## src/rtl/ram_read_sequencer_pkg.sv

```systemverilog
// rtl/ram_read_sequencer_pkg.sv - shared widths and FSM encoding for the RAM read sequencer
package ram_read_sequencer_pkg;
   localparam int ADDR_W = 13;
   localparam int DATA_W = 16;

   typedef enum logic [1:0] {
      IDLE  = 2'd0,
      READ  = 2'd1,
      DRAIN = 2'd2,
      DONE  = 2'd3
   } seq_state_e;
endpackage

```

## src/rtl/ram_read_sequencer_if.sv

```systemverilog
// rtl/ram_read_sequencer_if.sv - RAM read port and output word stream of the sequencer
interface ram_read_sequencer_if;
   import ram_read_sequencer_pkg::*;

   logic [ADDR_W-1:0] ram_addr;
   logic              ram_re;
   logic [DATA_W-1:0] ram_q;
   logic [DATA_W-1:0] dout;
   logic              dout_valid;
   logic              dout_ready;

   modport master (
      output ram_addr, ram_re, dout, dout_valid,
      input  ram_q, dout_ready
   );

   modport slave (
      input  ram_addr, ram_re, dout, dout_valid,
      output ram_q, dout_ready
   );
endinterface

```

## src/rtl/ram_rd_fifo.sv

```systemverilog
// rtl/ram_rd_fifo.sv - show-ahead FIFO absorbing RAM latency and consumer backpressure
module ram_rd_fifo #(
   parameter int DATA_W = 16,
   parameter int DEPTH  = 4
) (
   input  logic                         clk,
   input  logic                         rst_n,
   input  logic                         push,
   input  logic [DATA_W-1:0]            din,
   input  logic                         pop,
   output logic [DATA_W-1:0]            dout,
   output logic                         empty,
   output logic [$clog2(DEPTH+1)-1:0]   count
);
   localparam int PTR_W = (DEPTH > 1) ? $clog2(DEPTH) : 1;
   localparam int CNT_W = $clog2(DEPTH + 1);
   localparam logic [PTR_W-1:0] LAST_PTR = PTR_W'(DEPTH - 1);
   localparam logic [CNT_W-1:0] FULL_CNT = CNT_W'(DEPTH);

   logic [DATA_W-1:0] mem [DEPTH];
   logic [PTR_W-1:0]  wr_ptr;
   logic [PTR_W-1:0]  rd_ptr;
   logic              do_push;
   logic              do_pop;

   assign empty   = (count == '0);
   assign do_pop  = pop && !empty;
   // a pop in the same cycle frees the slot, so a full FIFO still takes the push
   assign do_push = push && ((count != FULL_CNT) || do_pop);
   assign dout    = empty ? '0 : mem[rd_ptr];

   always_ff @(posedge clk) begin
      if (do_push) mem[wr_ptr] <= din;
   end

   always_ff @(posedge clk or negedge rst_n) begin
      if (!rst_n) begin
         wr_ptr <= '0;
         rd_ptr <= '0;
         count  <= '0;
      end else begin
         if (do_push) wr_ptr <= (wr_ptr == LAST_PTR) ? '0 : wr_ptr + PTR_W'(1);
         if (do_pop)  rd_ptr <= (rd_ptr == LAST_PTR) ? '0 : rd_ptr + PTR_W'(1);
         case ({do_push, do_pop})
            2'b10:   count <= count + CNT_W'(1);
            2'b01:   count <= count - CNT_W'(1);
            default: count <= count;
         endcase
      end
   end
endmodule

```

## src/rtl/ram_read_sequencer.sv

```systemverilog
// rtl/ram_read_sequencer.sv - streams RAM words [firstaddr, lastaddr) to a consumer, one read per cycle
module ram_read_sequencer
   import ram_read_sequencer_pkg::*;
#(
   parameter int RAM_LAT = 1,
   parameter int DEPTH   = 4
) (
   input  logic                 clk,
   input  logic                 rst_n,
   input  logic                 start,
   input  logic                 re_RAM,
   input  logic [ADDR_W-1:0]    firstaddr,
   input  logic [ADDR_W-1:0]    lastaddr,
   ram_read_sequencer_if.master bus,
   output logic                 busy,
   output logic                 done
);
   localparam int CNT_W = $clog2(DEPTH + 1);

   seq_state_e         state, state_n;
   logic [ADDR_W-1:0]  addr_q, addr_n;
   logic [ADDR_W-1:0]  end_q, end_n;
   logic               issue;
   logic [ADDR_W-1:0]  issue_addr;
   logic [RAM_LAT-1:0] vld;
   logic [CNT_W-1:0]   fifo_count;
   logic               fifo_empty;
   logic               pop;
   logic               credit_ok;
   logic               drained;

   assign pop            = bus.dout_valid && bus.dout_ready;
   assign bus.dout_valid = !fifo_empty;
   assign busy           = (state != IDLE);
   assign done           = (state == DONE);

   // every word between the RAM and the consumer holds a FIFO slot in reserve
   assign credit_ok = (int'(fifo_count) + $countones({bus.ram_re, vld})) < DEPTH;
   assign drained   = !bus.ram_re && (vld == '0) &&
                      (fifo_empty || ((fifo_count == CNT_W'(1)) && pop));

   always_comb begin
      state_n    = state;
      addr_n     = addr_q;
      end_n      = end_q;
      issue      = 1'b0;
      issue_addr = addr_q;
      case (state)
         IDLE: begin
            if (start && re_RAM) begin
               addr_n = firstaddr;
               end_n  = lastaddr;
               if (firstaddr >= lastaddr) begin
                  state_n = DONE;
               end else begin
                  // first read goes out with the accept so ram_re rises with busy
                  issue      = 1'b1;
                  issue_addr = firstaddr;
                  if (firstaddr + ADDR_W'(1) == lastaddr) begin
                     state_n = DRAIN;
                  end else begin
                     addr_n  = firstaddr + ADDR_W'(1);
                     state_n = READ;
                  end
               end
            end
         end
         READ: begin
            if (credit_ok) begin
               issue = 1'b1;
               if (addr_q + ADDR_W'(1) == end_q) state_n = DRAIN;
               else                              addr_n  = addr_q + ADDR_W'(1);
            end
         end
         DRAIN: begin
            if (drained) state_n = DONE;
         end
         DONE: begin
            state_n = IDLE;
         end
         default: begin
            state_n = IDLE;
         end
      endcase
   end

   always_ff @(posedge clk or negedge rst_n) begin
      if (!rst_n) begin
         state        <= IDLE;
         addr_q       <= '0;
         end_q        <= '0;
         bus.ram_re   <= 1'b0;
         bus.ram_addr <= '0;
         vld          <= '0;
      end else begin
         state      <= state_n;
         addr_q     <= addr_n;
         end_q      <= end_n;
         bus.ram_re <= issue;
         if (issue) bus.ram_addr <= issue_addr;
         vld[0] <= bus.ram_re;
         for (int i = 1; i < RAM_LAT; i++) vld[i] <= vld[i-1];
      end
   end

   ram_rd_fifo #(
      .DATA_W (DATA_W),
      .DEPTH  (DEPTH)
   ) u_fifo (
      .clk   (clk),
      .rst_n (rst_n),
      .push  (vld[RAM_LAT-1]),
      .din   (bus.ram_q),
      .pop   (pop),
      .dout  (bus.dout),
      .empty (fifo_empty),
      .count (fifo_count)
   );
endmodule
```

## src/flat_wrapper.sv

```systemverilog
// flat-port wrapper written by rule: the top's interface ports become plain ports
module ram_read_sequencer_flat import ram_read_sequencer_pkg::*;
#(
   parameter int RAM_LAT = 1,
   parameter int DEPTH   = 4
)
  (clk, rst_n, start, re_RAM, firstaddr, lastaddr, busy, done, bus_ram_addr, bus_ram_re, bus_dout, bus_dout_valid, bus_ram_q, bus_dout_ready);
  ram_read_sequencer_if bus_i ();
  input  logic clk;
  input  logic rst_n;
  input  logic start;
  input  logic re_RAM;
  input  logic [ADDR_W-1:0] firstaddr;
  input  logic [ADDR_W-1:0] lastaddr;
  output logic busy;
  output logic done;
  output wire logic [$bits(bus_i.ram_addr)-1:0] bus_ram_addr;
  output wire logic [$bits(bus_i.ram_re)-1:0] bus_ram_re;
  output wire logic [$bits(bus_i.dout)-1:0] bus_dout;
  output wire logic [$bits(bus_i.dout_valid)-1:0] bus_dout_valid;
  input wire logic [$bits(bus_i.ram_q)-1:0] bus_ram_q;
  input wire logic [$bits(bus_i.dout_ready)-1:0] bus_dout_ready;
  assign bus_ram_addr = bus_i.ram_addr;
  assign bus_ram_re = bus_i.ram_re;
  assign bus_dout = bus_i.dout;
  assign bus_dout_valid = bus_i.dout_valid;
  assign bus_i.ram_q = bus_ram_q;
  assign bus_i.dout_ready = bus_dout_ready;
  ram_read_sequencer #(.RAM_LAT(RAM_LAT), .DEPTH(DEPTH)) u_core (.clk(clk), .rst_n(rst_n), .start(start), .re_RAM(re_RAM), .firstaddr(firstaddr), .lastaddr(lastaddr), .bus(bus_i), .busy(busy), .done(done));
endmodule
```

## config.mk

```make
export PLATFORM = sky130hd
export DESIGN_NAME = ram_read_sequencer_flat
export DESIGN_NICKNAME = d
export VERILOG_FILES = /design/src/rtl/ram_read_sequencer_pkg.sv /design/src/rtl/ram_read_sequencer_if.sv /design/src/rtl/ram_rd_fifo.sv /design/src/rtl/ram_read_sequencer.sv /design/src/flat_wrapper.sv
export SDC_FILE = /design/constraint.sdc
export NUM_CORES = 1
export LEC_CHECK = 0
export CORE_ASPECT_RATIO = 1.75
export CORE_MARGIN = 4
export CORE_UTILIZATION = 51
export CTS_CLUSTER_SIZE = 30
export DETAILED_ROUTE_END_ITERATION = 8
export GPL_ROUTABILITY_DRIVEN = 0
export PLACE_DENSITY = 0.77
export SLEW_MARGIN = 20
export SYNTH_ARGS = -nofsm -noshare
export SYNTH_HDL_FRONTEND = slang
export SYNTH_SLANG_ARGS = --single-unit
```

## constraint.sdc

```tcl
create_clock -name clk -period 2.6 [get_ports clk]
set_input_delay 0.65 -clock clk [delete_from_list [all_inputs] [get_ports clk]]
set_output_delay 0.65 -clock clk [all_outputs]
set_load 0.1 [all_outputs]
```

==> results of run 1 <==
==> worst paths after layout <==
| check | start | depth (start not counted) | slack [ps] | endpoint |
|---|---|---|---|---|
| worst max-delay path | lastaddr[8] | 11 | -190 | u_core.addr_q[10] |
| min in group clk | u_core.bus.ram_re | 0 | 470 | u_core.vld |
| worst min-delay path | rst_n | 1 | 170 | u_core.state[0] |
| max in group asynchronous | rst_n | 2 | 1880 | u_core.u_fifo.rd_ptr[1] |
| worst min register to register | u_core.bus.ram_re | 0 | 470 | u_core.vld |
| worst max register to register | u_core.addr_q[0] | 12 | -180 | u_core.addr_q[9] |
==> power groups by stage <==
stage	combinational, mW	sequential, mW	clock, mW
after floorplan	4.23	3.50	0
after global placement	7.23	2.86	0
after detailed placement	7.42	2.91	0
after CTS	7.75	2.89	2.21
after global routing	8.60	2.99	2.31
final	8.27	2.94	2.20
==> cell type report <==
class / instances / area share, %
repair buffers: 223 / 21.6
clock buffers: 17 / 4.27
well taps: 171 / 2.15
flip-flops and latches: 114 / 31.9
clock inverters: 15 / 1.37
multi-input cells: 439 / 37.5
inverters: 30 / 1.13
==> layer usage <==
metal | part of all wire [%] | vias up | routed length (um) | GRT usage, %
met5 | 0 | - | 0 | 0
met4 | 6.1 | 0 | 1430 | 17.5
met3 | 6.1 | 139 | 1420 | 4.62
met2 | 55 | 428 | 12700 | 53.4
met1 | 33 | 3050 | 7660 | 30.6
li1 | - | 2721 | - | -
==> worst reg2reg max path: stages (launching register included) <==
cell      delay [ps]
dfrtp_1          410
ha_4             180
and4_4           290
nand4_1          180
xnor2_1          250
o211ai_1         160
buf_4            190
nor4_4           290
buf_6            180
buf_6            120
o311a_4          200
a221oi_2          40
a21boi_2         170
==> registers in the layout (all words and copies together) (netlist names) <==
| register | cells |
|---|---|
| u_core.end_q | 13 |
| u_core.u_fifo.rd_ptr | 2 |
| u_core.u_fifo.wr_ptr | 2 |
| u_core.u_fifo.count | 3 |
| u_core.u_fifo.mem | 64 |
| u_core.addr_q | 13 |
| u_core.vld | 1 |
| u_core.bus.ram_addr | 13 |
| u_core.bus.ram_re | 1 |
| u_core.state | 2 |
==> per-stage QoR <==
stage	util (%)	TNS [ps]	hold WS (ps)	std cells
floorplan	-	-129	354	621
global placement	68.0	-18720	452	958
detailed placement	68.0	-21520	458	958
CTS	74.3	-1050	190	998
global route	77.0	-3140	205	1009
finish	77.0	-1550	174	1009
==> timing repair <==
| action | 4_1_cts | 5_1_grt |
|---|---|---|
| pin swaps | 30 | 52 |
| gates resized for setup | 75 | 75 |
| endpoints found under the setup margin | 45 | 45 |
| setup buffers | 8 | 10 |
| gates cloned | 0 | 1 |
==> cell families after synthesis <==
family                   count (synthesis)  share of synthesized area, %
buffers and inverters                   68                          4.44
adder cells (fa/ha/maj)                 31                          5.75
flip-flops                             114                          47.1
AO/OA/AOI/OAI                          129                          12.9
multiplexers                            39                          8.87
AND/OR/NAND/NOR                        202                          16.1
XOR/XNOR                                38                          4.94
==> cell usage after synthesis, drive strengths merged (3+ instances only) <==
| cell | instances |
|---|---|
| and2 | 24 |
| o311ai | 4 |
| edfxtp | 64 |
| a21oi | 35 |
| buf | 18 |
| a21o | 3 |
| or4 | 3 |
| a31oi | 3 |
| o21ai | 31 |
| inv | 30 |
| xnor2 | 25 |
| and4 | 5 |
| or3 | 4 |
| a21boi | 5 |
| nand4 | 13 |
| nand2 | 45 |
| mux2 | 6 |
| o22ai | 3 |
| nand2b | 4 |
| mux2i | 17 |
| a211oi | 3 |
| dfrtp | 50 |
| mux4 | 16 |
| nor2 | 35 |
| a221oi | 5 |
| nor2b | 6 |
| xor2 | 13 |
| clkbuf | 20 |
| o31ai | 3 |
| and3 | 8 |
| o211ai | 15 |
| or2 | 4 |
| nand3 | 24 |
| ha | 31 |
| nor3 | 19 |
==> cells in the final DEF (no fill, tap or decap), types with 5 or more instances in the layout <==
| master | instances |
|---|---|
| buf_4 | 135 |
| clkbuf_16 | 18 |
| nand2_1 | 43 |
| clkbuf_2 | 6 |
| buf_6 | 15 |
| clkdlybuf4s50_1 | 27 |
| clkinv_4 | 5 |
| edfxtp_1 | 64 |
| ha_4 | 5 |
| xor2_1 | 13 |
| buf_12 | 25 |
| nor3_2 | 8 |
| a21oi_1 | 30 |
| mux2i_1 | 16 |
| nor2_1 | 33 |
| o211ai_1 | 13 |
| nand4_1 | 12 |
| ha_1 | 26 |
| o21ai_0 | 26 |
| nand3_1 | 17 |
| mux2_2 | 5 |
| nand3_2 | 5 |
| nor2b_1 | 5 |
| and3_1 | 6 |
| xnor2_1 | 22 |
| and2_4 | 16 |
| mux4_2 | 16 |
| inv_1 | 26 |
| and2_1 | 7 |
| dfrtp_1 | 46 |
| nor3_1 | 9 |
==> metrics, run 1 <==
drt drc 0; Net Sw Power 6.41 mW; HPWL Detailed 14900 um; Fmax achieved 0.359 GHz; vias in the first global route 6592; via count 6338; Logic pwr share 61.7%; Clock Power Share 16.4%; outcome finished with violations; Routed Antenna Nets 0; library cells used by synthesis 73; antenna violations before repair 0; first drt pass iteration count 7; violated checks negative setup slack; Ys Warns 0; drt total wl 23200 um; pwr dens 1350 mW/mm2; Row Count 55; Nets 903; Longest Clk Path Bufs 2; CTS tree built; critical-path cell list clkdlybuf4s50_1 > inv_2 > ha_4 > nand2_1 > o21ai_0 > nand2_1 > nand4_1 > nor4b_2 > a221oi_2 > o211ai_1 > mux2_2; fin crit period 2790 ps; CTS Hold Buffers Added 0; Worst-path clk slew 60 ps; Filler cells 791; WL/cell 23.0 um; slowest stage delay, CP 510 ps; Core Region 0.0129 mm2; leakage power 4.14 nW; grt ovf 0; Post-synth EDFFs 64; Slew @ Worst Pin 579 ps; dpl cell area 0.00880 mm2; Synth Instances 621; Rel. slew slack 61.1%; Clock Sinks 114; area leader, netlist edfxtp_1; final setup margin -187 ps; Mapped Nets 699; first-pass GRT wire length 34000 um; top cell type's share of synthesized area 28.5%; largest net degree at the start of global routing 33; Synth Register Bits 114; Worst Setup End Kind register; Sw Ratio 47.8%; CTS buffer count 17; Via density 6.28; Fin. Hold Viols 0; RSZ-0062 raised after global routing true; Starting Density 52.1%; Mapped Area 0.00674 mm2; DRT iter0 DRCs 542; CP top delay family simple AND/OR/NAND/NOR gates; Multi-input gate area 0.00374 mm2; crit path kind in2reg; worst skew pair latency 420 ps; CP max-delay cell clkdlybuf4s50_1; Tcrit/Tclk final 107%; die height 160 um; proportion of layout cells with a drive suffix above 1 41.1%; Syn Area/Cell 10.9 um2; WP buf/inv 2; ys async rst share 43.9%; storage element area 0.00318 mm2; main area contributors after synthesis edfxtp_1 (29%), dfrtp_1 (19%), ha_1 (5.8%), mux4_2 (5.3%), xnor2_1 (3.2%); Slew Limit Fails 0; clock root buffer clkbuf_16; Ports 80; Post-Place Worst Slack -1020 ps; Total Routing Usage GR 29.3%; Hold Crit Class in2async; Clock Skew 9.83 ps; max_cap viols 0; Seq/Total Area, Yosys 47.1%; CP required 2900 ps; # setup viols final 18; PortBufs 79; ant diodes 0; Cell Int Power 7.01 mW; Crit Path Max Fanout 3; DIE WIDTH 94.9 um; Sequential Power Share 21.9%; worst ir drop on vdd 617 uV; H-Tree Depth 4; startpoint type of the worst setup path primary input; top_reg_cell synth edfxtp_1; Pwr Total 13.4 mW; fin area 0.00996 mm2; P&R area growth vs syn 47.8%; CP most frequent cell nand2_1; die area 0.0152 mm2; Worst Path Arrival 3080 ps
No activity file was read; power rests on OpenSTA's default activity.
==> inputs of run 2 (changes only) <==
--- a/config.mk
+++ b/config.mk
@@ -6,7 +6,7 @@
 export NUM_CORES = 1
 export LEC_CHECK = 0
 export CORE_ASPECT_RATIO = 1.75
-export CORE_MARGIN = 4
+export CORE_MARGIN = 3
 export CORE_UTILIZATION = 51
 export CTS_CLUSTER_SIZE = 30
 export DETAILED_ROUTE_END_ITERATION = 8
==> run 2 against run 1 <==
The run still ends with negative setup slack left; clock skew is 2.2 ps higher; via count is 3.7% lower; setup slack better by 73 ps; cell area is 0.78% lower; core utilization is 0.60 points lower; wire length is 8.4% lower; die area is 3.3% lower; non-clock buffer count is 10 lower; critical path depth is 2 higher; sequential power hardly changed; power is 2.0% lower; critical path type is now reg2reg.
==> metrics, run 2 (synthesized netlist as in run 1, its figures left out) <==
P&R area growth vs syn 46.6% (was 47.8%); Row Count 55 (unchanged); leakage power 4.13 nW (was 4.14 nW); via count 6105 (was 6338); violated checks negative setup slack (unchanged); HPWL Detailed 14600 um (was 14900 um); CTS Hold Buffers Added 0 (unchanged); first-pass GRT wire length 32000 um (was 34000 um); CP max-delay cell dfrtp_1 (was clkdlybuf4s50_1); worst reg2reg startpoint u_core.addr_q[0] (unchanged); # setup viols final 8 (was 18); Clock Sinks 114 (unchanged); clock root buffer clkbuf_16 (unchanged); Slew @ Worst Pin 816 ps (was 579 ps); DIE WIDTH 92.9 um (was 94.9 um); critical-path cell list buf_4 > and3_4 > and4_4 > xnor2_1 > o211ai_1 > buf_4 > nor4_4 > buf_6 > buf_4 > buf_6 > o41ai_1 > nand2_1 > o211ai_1 (was clkdlybuf4s50_1 > inv_2 > ha_4 > nand2_1 > o21ai_0 > nand2_1 > nand4_1 > nor4b_2 > a221oi_2 > o211ai_1 > mux2_2); die area 0.0147 mm2 (was 0.0152 mm2); CP most frequent cell buf_4 (was nand2_1); largest net degree at the start of global routing 34 (was 33); Via density 6.11 (was 6.28); Fmax achieved 0.368 GHz (was 0.359 GHz); commonest non-fill, non-tap cells in the layout buf_4 (130), edfxtp_1 (64), dfrtp_1 (45) (was buf_4 (135), edfxtp_1 (64), dfrtp_1 (46)); Worst Path Arrival 3030 ps (was 3080 ps); Pwr Total 13.2 mW (was 13.4 mW); Hold Crit Class in2async (unchanged); Filler cells 776 (was 791); worst skew pair latency 410 ps (was 420 ps); max_cap viols 0 (unchanged); Starting Density 52.1% (unchanged); fin crit period 2710 ps (was 2790 ps); Ports 80 (unchanged); Core Region 0.0129 mm2 (unchanged); vias in the first global route 6301 (was 6592); CP required 2920 ps (was 2900 ps); H-Tree Depth 4 (unchanged); slowest stage delay, CP 430 ps (was 510 ps); Crit Path Max Fanout 6 (was 3); Worst Setup End Kind register (unchanged); antenna violations before repair 0 (unchanged); WL/cell 21.3 um (was 23.0 um); startpoint type of the worst setup path register (was primary input); Biggest register u_core.u_fifo.mem (unchanged); die height 158 um (was 160 um); worst r2r path cells 13 (was 12); first drt pass iteration count 6 (was 7); Slew Limit Fails 0 (unchanged); Total Routing Usage GR 28.4% (was 29.3%); Post-Place Worst Slack -818 ps (was -1020 ps); drt total wl 21300 um (was 23200 um); proportion of layout cells with a drive suffix above 1 39.0% (was 41.1%); grt ovf 0 (unchanged); worst ir drop on vdd 668 uV (was 617 uV); Worst-path clk slew 60 ps (about the same); Setup Total Neg Slack -331 ps (was -1550 ps); ant diodes 0 (unchanged); Longest Clk Path Bufs 2 (unchanged); R2R setup slack -110 ps (was -180 ps); Hold Slack 311 ps (was 174 ps); Routed Antenna Nets 0 (unchanged); Rel. slew slack 45.5% (was 61.1%); Nets 893 (was 903); outcome finished with violations (unchanged); drt drc 0 (unchanged); Util after Layout 76.4% (was 77.0%); reg2reg end u_core.addr_q[8] (was u_core.addr_q[9]); commonest non-fill, non-tap cell in the layout buf_4 (unchanged); CTS tree built (unchanged); crit path kind reg2reg (was in2reg); pwr dens 1330 mW/mm2 (was 1350 mW/mm2); PortBufs 79 (unchanged); Fin. Hold Viols 0 (unchanged); max reg flops 64 (unchanged); RSZ-0062 raised after global routing true (unchanged); DRT iter0 DRCs 491 (was 542); CTS buffer count 17 (unchanged); final setup margin -114 ps (was -187 ps); Tcrit/Tclk final 104% (was 107%); Clock Skew 12.0 ps (was 9.83 ps)
run 2: through the flow:
stage,instance area (um2),cells
6_report,9880,999
5_1_grt,9880,999
4_1_cts,9530,988
3_5_place_dp,8730,949
3_3_place_gp,8730,949
2_1_floorplan,6850,621
run 2: power by group:
part	leakage (nW)	total, mW	internal (mW)	switching (mW)
sequential	1.16	2.95	2.46	0.496
clock	0.268	2.24	1.40	0.842
combinational	2.70	7.96	3.14	4.82
total	4.13	13.2	7.00	6.16
run 2: worst max-delay path, delay by kind of cell (launching register included):
family                    cells  cell delay [ps]
buffers and inverters         5              750
xor gates and xnor gates      1               70
and+or+nand+nor               4              700
AOI/OAI and AO/OA             3              680
DFF                           1              430
run 2: routing by layer:
metal  routed length (um)  up-vias  GRT usage, %  share of wire, %
met1                 7070     2979          27.1                33
met4                 1410        0          19.4               6.6
met5                    0        -             0                 0
li1                     -     2699             -                 -
met3                 1080      110          5.75               5.1
met2                11700      317          53.2                55
run 2: layout make-up:
class                      instances  area (um2)  area share, %
clock buffer                      18         429           4.34
multi-input combinational        439        3700           37.4
inverter                          30         113           1.14
tap                              171         214           2.16
sequential                       114        3180           32.2
timing repair buffer             213        2110           21.4
clock inverter                    14         139           1.41
run 2: worst max path at each step:
stage / from / to / slack [ps] / cells after the start
after floorplan: firstaddr[0] / u_core.addr_q[5] / -80 / 10
after global placement: firstaddr[0] / u_core.addr_q[12] / -740 / 12
after detailed placement: firstaddr[0] / u_core.addr_q[12] / -820 / 11
after CTS: firstaddr[1] / u_core.addr_q[9] / -90 / 12
after global routing: u_core.addr_q[0] / u_core.state[0] / -180 / 11
final: u_core.addr_q[0] / u_core.addr_q[8] / -110 / 13
run 2: repair_timing:
item	in CTS	in global routing
endpoints found under the setup margin	45	44
buffers inserted	6	10
resized for setup	74	70
gates cloned	1	1
pin swaps	30	33
